===== config.mk =====
export PLATFORM = sky130hd
export DESIGN_NAME = addsub_pipe
export DESIGN_NICKNAME = d
export VERILOG_FILES = /design/src/rtl/addsub_pipe.sv
export SDC_FILE = /design/constraint.sdc
export NUM_CORES = 1
export LEC_CHECK = 0
export ABC_AREA = 1
export BUFFER_PORTS_ARGS = -buffer_cell sky130_fd_sc_hd__buf_2
export CAP_MARGIN = 25
export CORE_UTILIZATION = 30
export DETAILED_ROUTE_END_ITERATION = 12
export HOLD_SLACK_MARGIN = 0.05
export SYNTH_ARGS = -nofsm -noshare
export SYNTH_HDL_FRONTEND = slang
export SYNTH_SLANG_ARGS = --single-unit

===== constraint.sdc =====
create_clock -name clk -period 1.85 [get_ports clk]
set_input_delay 0.185 -clock clk [delete_from_list [all_inputs] [get_ports clk]]
set_output_delay 0.185 -clock clk [all_outputs]
set_load 0.01 [all_outputs]

===== src/rtl/addsub_pipe.sv =====
// Segmented pipelined adder/subtractor: one SEG-bit slice per stage, look-ahead inside each slice.
// Define ADDSUB_SAT_EN to clamp overflowing results to the signed extreme; default build wraps.
module addsub_pipe #(
    parameter int WIDTH = 16,
    parameter int SEG   = 4
) (
    input  logic             clk,
    input  logic             rst_n,
    input  logic             in_valid,
    output logic             in_ready,
    input  logic [WIDTH-1:0] a,
    input  logic [WIDTH-1:0] b,
    input  logic             sub,
    input  logic             cin,
    output logic             out_valid,
    input  logic             out_ready,
    output logic [WIDTH-1:0] sum,
    output logic             cout,
    output logic             overflow,
    output logic             zero
);
    localparam int L = WIDTH / SEG;
`ifdef ADDSUB_SAT_EN
    localparam logic [WIDTH-1:0] SAT_MAX = {1'b0, {(WIDTH-1){1'b1}}};
    localparam logic [WIDTH-1:0] SAT_MIN = {1'b1, {(WIDTH-1){1'b0}}};
`endif

    logic [L-1:0]     valid_q, valid_d;
    logic [L-1:0]     carry_q, carry_d;
    logic [WIDTH-1:0] opa_q [L];
    logic [WIDTH-1:0] opa_d [L];
    logic [WIDTH-1:0] opb_q [L];
    logic [WIDTH-1:0] opb_d [L];
    logic [WIDTH-1:0] sum_q [L];
    logic [WIDTH-1:0] sum_d [L];
    logic             ovf_q, ovf_d;
    logic             zero_q, zero_d;
    logic             adv_s, take_s, cin0_s;
    logic [WIDTH-1:0] bin_s;
    logic [SEG:0]     seg_r_s;

    function automatic logic [4:0] cla4(input logic [3:0] x, input logic [3:0] y, input logic c0);
        logic [3:0] g;
        logic [3:0] p;
        logic [4:0] c;
        g    = x & y;
        p    = x ^ y;
        c[0] = c0;
        c[1] = g[0] | (p[0] & c0);
        c[2] = g[1] | (p[1] & g[0]) | (p[1] & p[0] & c0);
        c[3] = g[2] | (p[2] & g[1]) | (p[2] & p[1] & g[0]) | (p[2] & p[1] & p[0] & c0);
        c[4] = g[3] | (p[3] & g[2]) | (p[3] & p[2] & g[1]) | (p[3] & p[2] & p[1] & g[0])
             | ((&p) & c0);
        return {c[4], p ^ c[3:0]};
    endfunction

    // Look-ahead groups of four bits ripple their group carries across the slice.
    function automatic logic [SEG:0] add_seg(input logic [SEG-1:0] x, input logic [SEG-1:0] y,
                                             input logic c);
        logic [SEG-1:0] s;
        logic           cg;
        logic [4:0]     r;
        s  = '0;
        cg = c;
        for (int g = 0; g < SEG / 4; g++) begin
            r            = cla4(x[g*4 +: 4], y[g*4 +: 4], cg);
            s[g*4 +: 4]  = r[3:0];
            cg           = r[4];
        end
        return {cg, s};
    endfunction

    // Handshake, slice arithmetic for every stage, and final-stage flags.
    always_comb begin
        adv_s    = ~valid_q[L-1] | out_ready;
        in_ready = rst_n & adv_s;
        take_s   = in_valid & in_ready;
        bin_s    = sub ? ~b : b;
        cin0_s   = sub | cin;
        valid_d  = valid_q;
        carry_d  = carry_q;
        ovf_d    = ovf_q;
        zero_d   = zero_q;
        seg_r_s  = '0;
        for (int k = 0; k < L; k++) begin
            opa_d[k] = opa_q[k];
            opb_d[k] = opb_q[k];
            sum_d[k] = sum_q[k];
        end
        if (adv_s) begin
            seg_r_s                = add_seg(a[SEG-1:0], bin_s[SEG-1:0], cin0_s);
            valid_d[0]             = take_s;
            opa_d[0]               = a;
            opb_d[0]               = bin_s;
            sum_d[0]               = '0;
            sum_d[0][SEG-1:0]      = seg_r_s[SEG-1:0];
            carry_d[0]             = seg_r_s[SEG];
            for (int k = 1; k < L; k++) begin
                seg_r_s                 = add_seg(opa_q[k-1][k*SEG +: SEG],
                                                  opb_q[k-1][k*SEG +: SEG], carry_q[k-1]);
                valid_d[k]              = valid_q[k-1];
                opa_d[k]                = opa_q[k-1];
                opb_d[k]                = opb_q[k-1];
                sum_d[k]                = sum_q[k-1];
                sum_d[k][k*SEG +: SEG]  = seg_r_s[SEG-1:0];
                carry_d[k]              = seg_r_s[SEG];
            end
            ovf_d = (opa_d[L-1][WIDTH-1] == opb_d[L-1][WIDTH-1])
                  & (sum_d[L-1][WIDTH-1] != opa_d[L-1][WIDTH-1]);
`ifdef ADDSUB_SAT_EN
            sum_d[L-1] = ovf_d ? (opa_d[L-1][WIDTH-1] ? SAT_MIN : SAT_MAX) : sum_d[L-1];
`endif
            zero_d = (sum_d[L-1] == {WIDTH{1'b0}});
        end else begin
            valid_d = valid_q;
        end
    end

    // Pipeline registers; synchronous reset discards every beat in flight.
    always_ff @(posedge clk) begin
        if (!rst_n) begin
            valid_q <= '0;
            carry_q <= '0;
            ovf_q   <= 1'b0;
            zero_q  <= 1'b0;
            for (int k = 0; k < L; k++) begin
                opa_q[k] <= '0;
                opb_q[k] <= '0;
                sum_q[k] <= '0;
            end
        end else begin
            valid_q <= valid_d;
            carry_q <= carry_d;
            ovf_q   <= ovf_d;
            zero_q  <= zero_d;
            for (int k = 0; k < L; k++) begin
                opa_q[k] <= opa_d[k];
                opb_q[k] <= opb_d[k];
                sum_q[k] <= sum_d[k];
            end
        end
    end

    assign out_valid = valid_q[L-1];
    assign sum       = sum_q[L-1];
    assign cout      = carry_q[L-1];
    assign overflow  = ovf_q;
    assign zero      = zero_q;

endmodule


==> results of run 1 <==
-- metal layers --
layer | GRT usage | vias to the layer above
met4 | 0.0495 | 0
met2 | 0.219 | 54
met5 | 0 | -
met3 | 0.0335 | 14
met1 | 0.152 | 1539
li1 | - | 1824
-- how the worst min path moves through the flow --
stage | startpoint | end | cells after the start
floorplan | a[9] | opa_q[0][9] | 2
global placement | in_valid | valid_q[0] | 3
detailed placement | in_valid | valid_q[0] | 3
CTS | in_valid | valid_q[0] | 3
global route | a[13] | opa_q[0][13] | 3
finish | in_valid | valid_q[0] | 3
-- cells by family (layout without fill, tap and decap cells) --
| family | Yosys count | count (layout) |
|---|---|---|
| XOR/XNOR | 22 | 22 |
| flip-flops | 98 | 98 |
| AO/OA/AOI/OAI | 130 | 130 |
| adder cells (fa/ha/maj) | 20 | 20 |
| buffers and inverters | 73 | 109 |
| AND/OR/NAND/NOR | 205 | 205 |
-- synthesized netlist by cell type, types with 2 or more instances --
cell type / count
a21oi_1: 29
and2_1: 2
buf_1: 2
buf_2: 8
buf_4: 23
buf_6: 4
clkbuf_1: 10
dfxtp_1: 98
fa_1: 4
ha_1: 16
inv_1: 24
nand2_1: 33
nand3_1: 18
nand4_1: 4
nor2_1: 142
o21ai_0: 78
o21ai_1: 15
o21bai_1: 4
or2_2: 2
xnor2_1: 15
xor2_1: 7
-- stage by stage --
stage          total power [W]  cells  area [um^2]   util
3_5_place_dp           0.00300    748         4630  0.331
5_1_grt                0.00499    764         4910  0.351
3_3_place_gp           0.00298    748         4630  0.331
4_1_cts                0.00479    764         4910  0.351
2_1_floorplan          0.00284    548         4350      -
6_report               0.00473    764         4910  0.351
-- worst max-delay path: stages, from the launching register on --
cell and delay, ns:
dfxtp_1 0.33, inv_1 0.06, nor2_4 0.11, buf_4 0.37
nor2_1 0.12, buf_2 0.16
-- sequential cells by signal, summed over array words and instances, names as in the netlist --
signal and count:
valid_q 4, opa_q 24, opb_q 24, overflow 1, carry_q 4, sum_q 40, zero 1
-- cell type report --
type | count | area share
Multi-Input combinational cell | 377 | 0.403
Sequential cell | 98 | 0.399
Timing Repair Buffer | 68 | 0.0743
Clock buffer | 9 | 0.0458
Tap cell | 180 | 0.0458
Inverter | 25 | 0.0196
Clock inverter | 7 | 0.0122
-- power by group --
group	switching (W)	internal, W	leakage, nW	total, W
logic	0.000315	0.000247	1.48	0.000561
clock network	0.000852	0.000933	0.137	0.00178
registers	0.0000998	0.00228	0.807	0.00238
total	0.00127	0.00346	2.42	0.00473
==> results_dict.tcl, run 1 <==
set metrics [dict create \
    syn_area_mm2 0.00435 \
    wl_met3_um 376 \
    wl_met1_mm 4.13 \
    io_buffer_count 58 \
    rr_worst_depth 6 \
    postCtsSetupRepairBufs 0 \
    maxCapViolations 0 \
    worst_setup_path_endpoint "in_ready" \
    netlist.area_leader.share 0.451 \
    tns_ns 0 \
    antenna_found_initial 0 \
    antennaDiodeCount 0 \
    ys.flop_type "dfxtp_1" \
    critPathRequiredTime_ns 1.66 \
    power.density_mw_per_mm2 961 \
    grt_pass1_wl_mm 15.1 \
    fin_crit_sh 0.910 \
    syn_nets 606 \
    crit_type "reg -> out" \
    synth_edf_count 0 \
    period_minus_slack_ns 1.68 \
    antenna_left 0 \
    fin_ws_ns 0.167 \
    wire_per_inst_um 11.6 \
    mostFrequentLayoutCells "nor2_1, dfxtp_1, o21ai_0" \
    pre_cts_ws_ns 0.263 \
    multi_input_area_mm2 0.00198 \
    synth.area.mux_share 0 \
    clk_latency_ns 0.35 \
    slew_headroom 0.570 \
    grt_max_degree 71 \
    cp-end-kind "output port" \
    seq_area_frac_synth 0.451 \
    synthSimpleGateAreaFrac 0.192 \
    synth_compound_area_frac 0.155 \
    drv_slew 0 \
    place_congestion 0.754 \
    yosysTopAreaCell "dfxtp_1" \
    std_cell_rows 43 \
    clockRootBuffer "clkbuf_16" \
    drive_gt1_frac 0.158 \
    start_kind "flip-flop" \
    peakVddDrop_mv 0.516 \
    clk_pin_slew_worst_paths_ns 0.07 \
    synth_seq_cells 98 \
    async_flop_share 0 \
    synth_area_per_cell_um2 7.93 \
    dr.pass1.iters 5 \
    synthAdderAreaFrac 0.0645 \
    cts_hold_buf 0 \
    chipHeight_um 122 \
    fillers 1492 \
    finalSetupViolCount 0 \
    wirelength_mm 8.83 \
    pin_count 59 \
    hold_violations 0 \
    p_leak_nw 2.42 \
    drt-initial-drc-count 241 \
    fin_nets 637 \
    clock-sinks 98 \
    clock_skew_ns 0.00726 \
    reg2reg_from "valid_q[3]" \
    num_vias 3431 \
    tightest_slew_ns 0.645 \
    core_area_mm2 0.0140 \
    fp.dieArea_mm2 0.0150 \
    top_layer "met4" \
    drc_errors 0 \
    area.sequential_mm2 0.00196 \
    ys_types 31 \
    status "finished, final reports clean" \
    synthTopCellsByArea "dfxtp_1, nor2_1, o21ai_0" \
    cts_resized 0 \
    synth_top_family_by_area "simple AND/OR/NAND/NOR gates" \
    rr_endpoint "valid_q[2]" \
    crit_start "valid_q[3]" \
    viasPerCell 4.49 \
    whs_ns 0.0750 \
    start_util 0.311 \
    rsz0062_at_grt "no" \
    yosysWarnings 0 \
    yosys.area_share.xor_xnor 0.0443 \
    tritoncts "yes" \
    syn_inst 548 \
    grt_pass1_vias 3276 \
    cts_buffer_depth 2 \
    htree_num_levels 3 \
    cp_data_arrival_time_ns 1.50 \
    area_growth_pct 13.1 \
    grt_usage 0.128 \
    grt_remaining_overflow 0 \
    fmax_mhz 594 \
    cts_buffers 9 \
    ff2ff_setup_slack_ns 0.27 \
    wl_met2_mm 4.22 \
    hold_path_class "in -> reg" \
    mostFrequentLayoutCell "nor2_1" \
    cp_max_fo 42 \
    die_w_um 122 \
    dp_hpwl_mm 6.26 \
]
No activity file was read; power rests on OpenSTA's default activity.
==> inputs of run 2 (changes only) <==
--- a/config.mk
+++ b/config.mk
@@ -10,7 +10,8 @@
 export CAP_MARGIN = 25
 export CORE_UTILIZATION = 30
 export DETAILED_ROUTE_END_ITERATION = 12
-export HOLD_SLACK_MARGIN = 0.05
+export HOLD_SLACK_MARGIN = 0.15
+export PLACE_DENSITY = 0.46
 export SYNTH_ARGS = -nofsm -noshare
 export SYNTH_HDL_FRONTEND = slang
 export SYNTH_SLANG_ARGS = --single-unit
==> results_dict.tcl, run 2 (synthesis results as in run 1) <==
set metrics [dict create \
    status "finished, final reports clean" \
    max_flop_register "sum_q" \
    core_area_mm2 0.0140 \
    chipHeight_um 122 \
    period_minus_slack_ns 1.58 \
    cts_resized 0 \
    antenna_found_initial 0 \
    crit_type "reg -> out" \
    area_growth_pct 19.7 \
    antenna_left 0 \
    grt_pass1_wl_mm 16.0 \
    drc_errors 0 \
    slew_headroom 0.797 \
    tns_ns 0 \
    postCtsSetupRepairBufs 0 \
    num_vias 3488 \
    cts_buffer_depth 2 \
    critical_path_buf_inv_count 3 \
    antennaDiodeCount 0 \
    crit_family "buffers and inverters" \
    pwr-share-seq 0.493 \
    drive_gt1_frac 0.148 \
    maxCapViolations 0 \
    fillers 1491 \
    clockRootBuffer "clkbuf_16" \
    mostFrequentLayoutCell "nor2_1" \
    cp_max_fo 77 \
    clk_pin_slew_worst_paths_ns 0.07 \
    fin_area_mm2 0.00520 \
    start_util 0.311 \
    clkPwrFrac 0.381 \
    pre_cts_ws_ns 0.299 \
    intPower_w 0.00364 \
    die_w_um 122 \
    grt_usage 0.137 \
    fmax_mhz 634 \
    critPathSlowestCell "dfxtp_1" \
    grt_remaining_overflow 0 \
    wirelength_mm 9.23 \
    p_leak_nw 2.54 \
    whs_ns 0.161 \
    cp_cell_sequence "inv_1, nor2_4, buf_12, nor2_1, buf_2" \
    fp.dieArea_mm2 0.0150 \
    tritoncts "yes" \
    cp-end-kind "output port" \
    hold_path_class "in -> reg" \
    largest_reg_flops 40 \
    htree_num_levels 3 \
    start_kind "flip-flop" \
    mostFrequentLayoutCells "nor2_1, dfxtp_1, o21ai_0" \
    reg_top3 "sum_q (40), opa_q (24), opb_q (24)" \
    fin_crit_sh 0.853 \
    placed_area_mm2 0.00467 \
    fin_nets 662 \
    pin_count 59 \
    finalSetupViolCount 0 \
    critPathMaxStageDelay_ns 0.33 \
    drt-initial-drc-count 164 \
    clock_skew_ns 0.00639 \
    grt_pass1_vias 3346 \
    clk_latency_ns 0.35 \
    io_buffer_count 58 \
    hold_violations 0 \
    dp_hpwl_mm 6.31 \
    tightest_slew_ns 0.305 \
    peakVddDrop_mv 0.420 \
    viasPerCell 4.43 \
    cp_data_arrival_time_ns 1.39 \
    wire_per_inst_um 11.7 \
    place_congestion 0.736 \
    cts_buffers 9 \
    power.density_mw_per_mm2 928 \
    dr.pass1.iters 4 \
    critPathRequiredTime_ns 1.66 \
    p_sw_frac 0.246 \
    rsz0062_at_grt "no" \
    p_switching_w 0.00119 \
    clock-sinks 98 \
    fin_ws_ns 0.272 \
    drv_slew 0 \
    std_cell_rows 43 \
    pwr-share-comb 0.126 \
    grt_max_degree 78 \
]
run 2: changes by cell type in the layout (fill, tap and decap cells not counted), sizes merged:
| cell | delta |
|---|---|
| clkinvlp | -1 |
| clkbuf | +3 |
| inv | -3 |
| bufinv | +1 |
| buf | +1 |
| clkinv | -1 |
| dlygate4sd3 | +24 |
run 2: layer usage:
layer / wire length [um] / vias to the layer above / global-route usage
met2: 4210 / 52 / 0.221
met3: 292 / 8 / 0.0362
met4: 123 / 0 / 0.0549
met1: 4600 / 1549 / 0.173
met5: 0 / - / 0
li1: - / 1879 / -
run 2: path summary, 6_finish.rpt:
| kind | from | to | slack (ns) | depth (start not counted) |
|---|---|---|---|---|
| max | valid_q[3] | in_ready | 0.27 | 5 |
| min | b[5] | opb_q[0][5] | 0.16 | 3 |
| max reg2reg | opb_q[0][44] | zero | 0.37 | 8 |
| min reg2reg | valid_q[2] | valid_q[2] | 0.45 | 2 |
run 2: repair_timing:
item                       CTS  global route
hold endpoints to repair    24             0
hold buffers                24             0
setup endpoints to repair    0             0
run 2: power groups by stage:
stage                     Sequential (W)  Clock (W)  Combinational (W)
after detailed placement         0.00243          0           0.000577
final                            0.00238    0.00184           0.000606
after floorplan                  0.00240          0           0.000441
after CTS                        0.00238    0.00191           0.000619
after global placement           0.00243          0           0.000568
after global routing             0.00241    0.00200           0.000708
run 2: cell type report:
cell class                 count  area [um^2]  share of cell area
clock inverter                 3         40.0             0.00770
clock buffer                  12          246              0.0474
inverter                      25         96.3              0.0185
timing repair buffer          93          651               0.125
sequential                    98         1960               0.377
tap                          180          225              0.0433
multi-input combinational    377         1980               0.381
run 2: worst reg2reg max path, stage by stage, from the launching register on:
cell,delay [ns]
dfxtp_1,0.34
fa_1,0.49
nor2_1,0.10
nand2_1,0.06
nor2_1,0.10
nand3_1,0.07
nor2_1,0.10
nand2_1,0.07
a21oi_2,0.10
run 2: through the flow:
stage | utilization | cells | power (W)
after floorplan | - | 548 | 0.00284
after global placement | 0.334 | 749 | 0.00299
after detailed placement | 0.334 | 749 | 0.00301
after CTS | 0.372 | 788 | 0.00491
after global routing | 0.372 | 788 | 0.00511
final | 0.372 | 788 | 0.00483
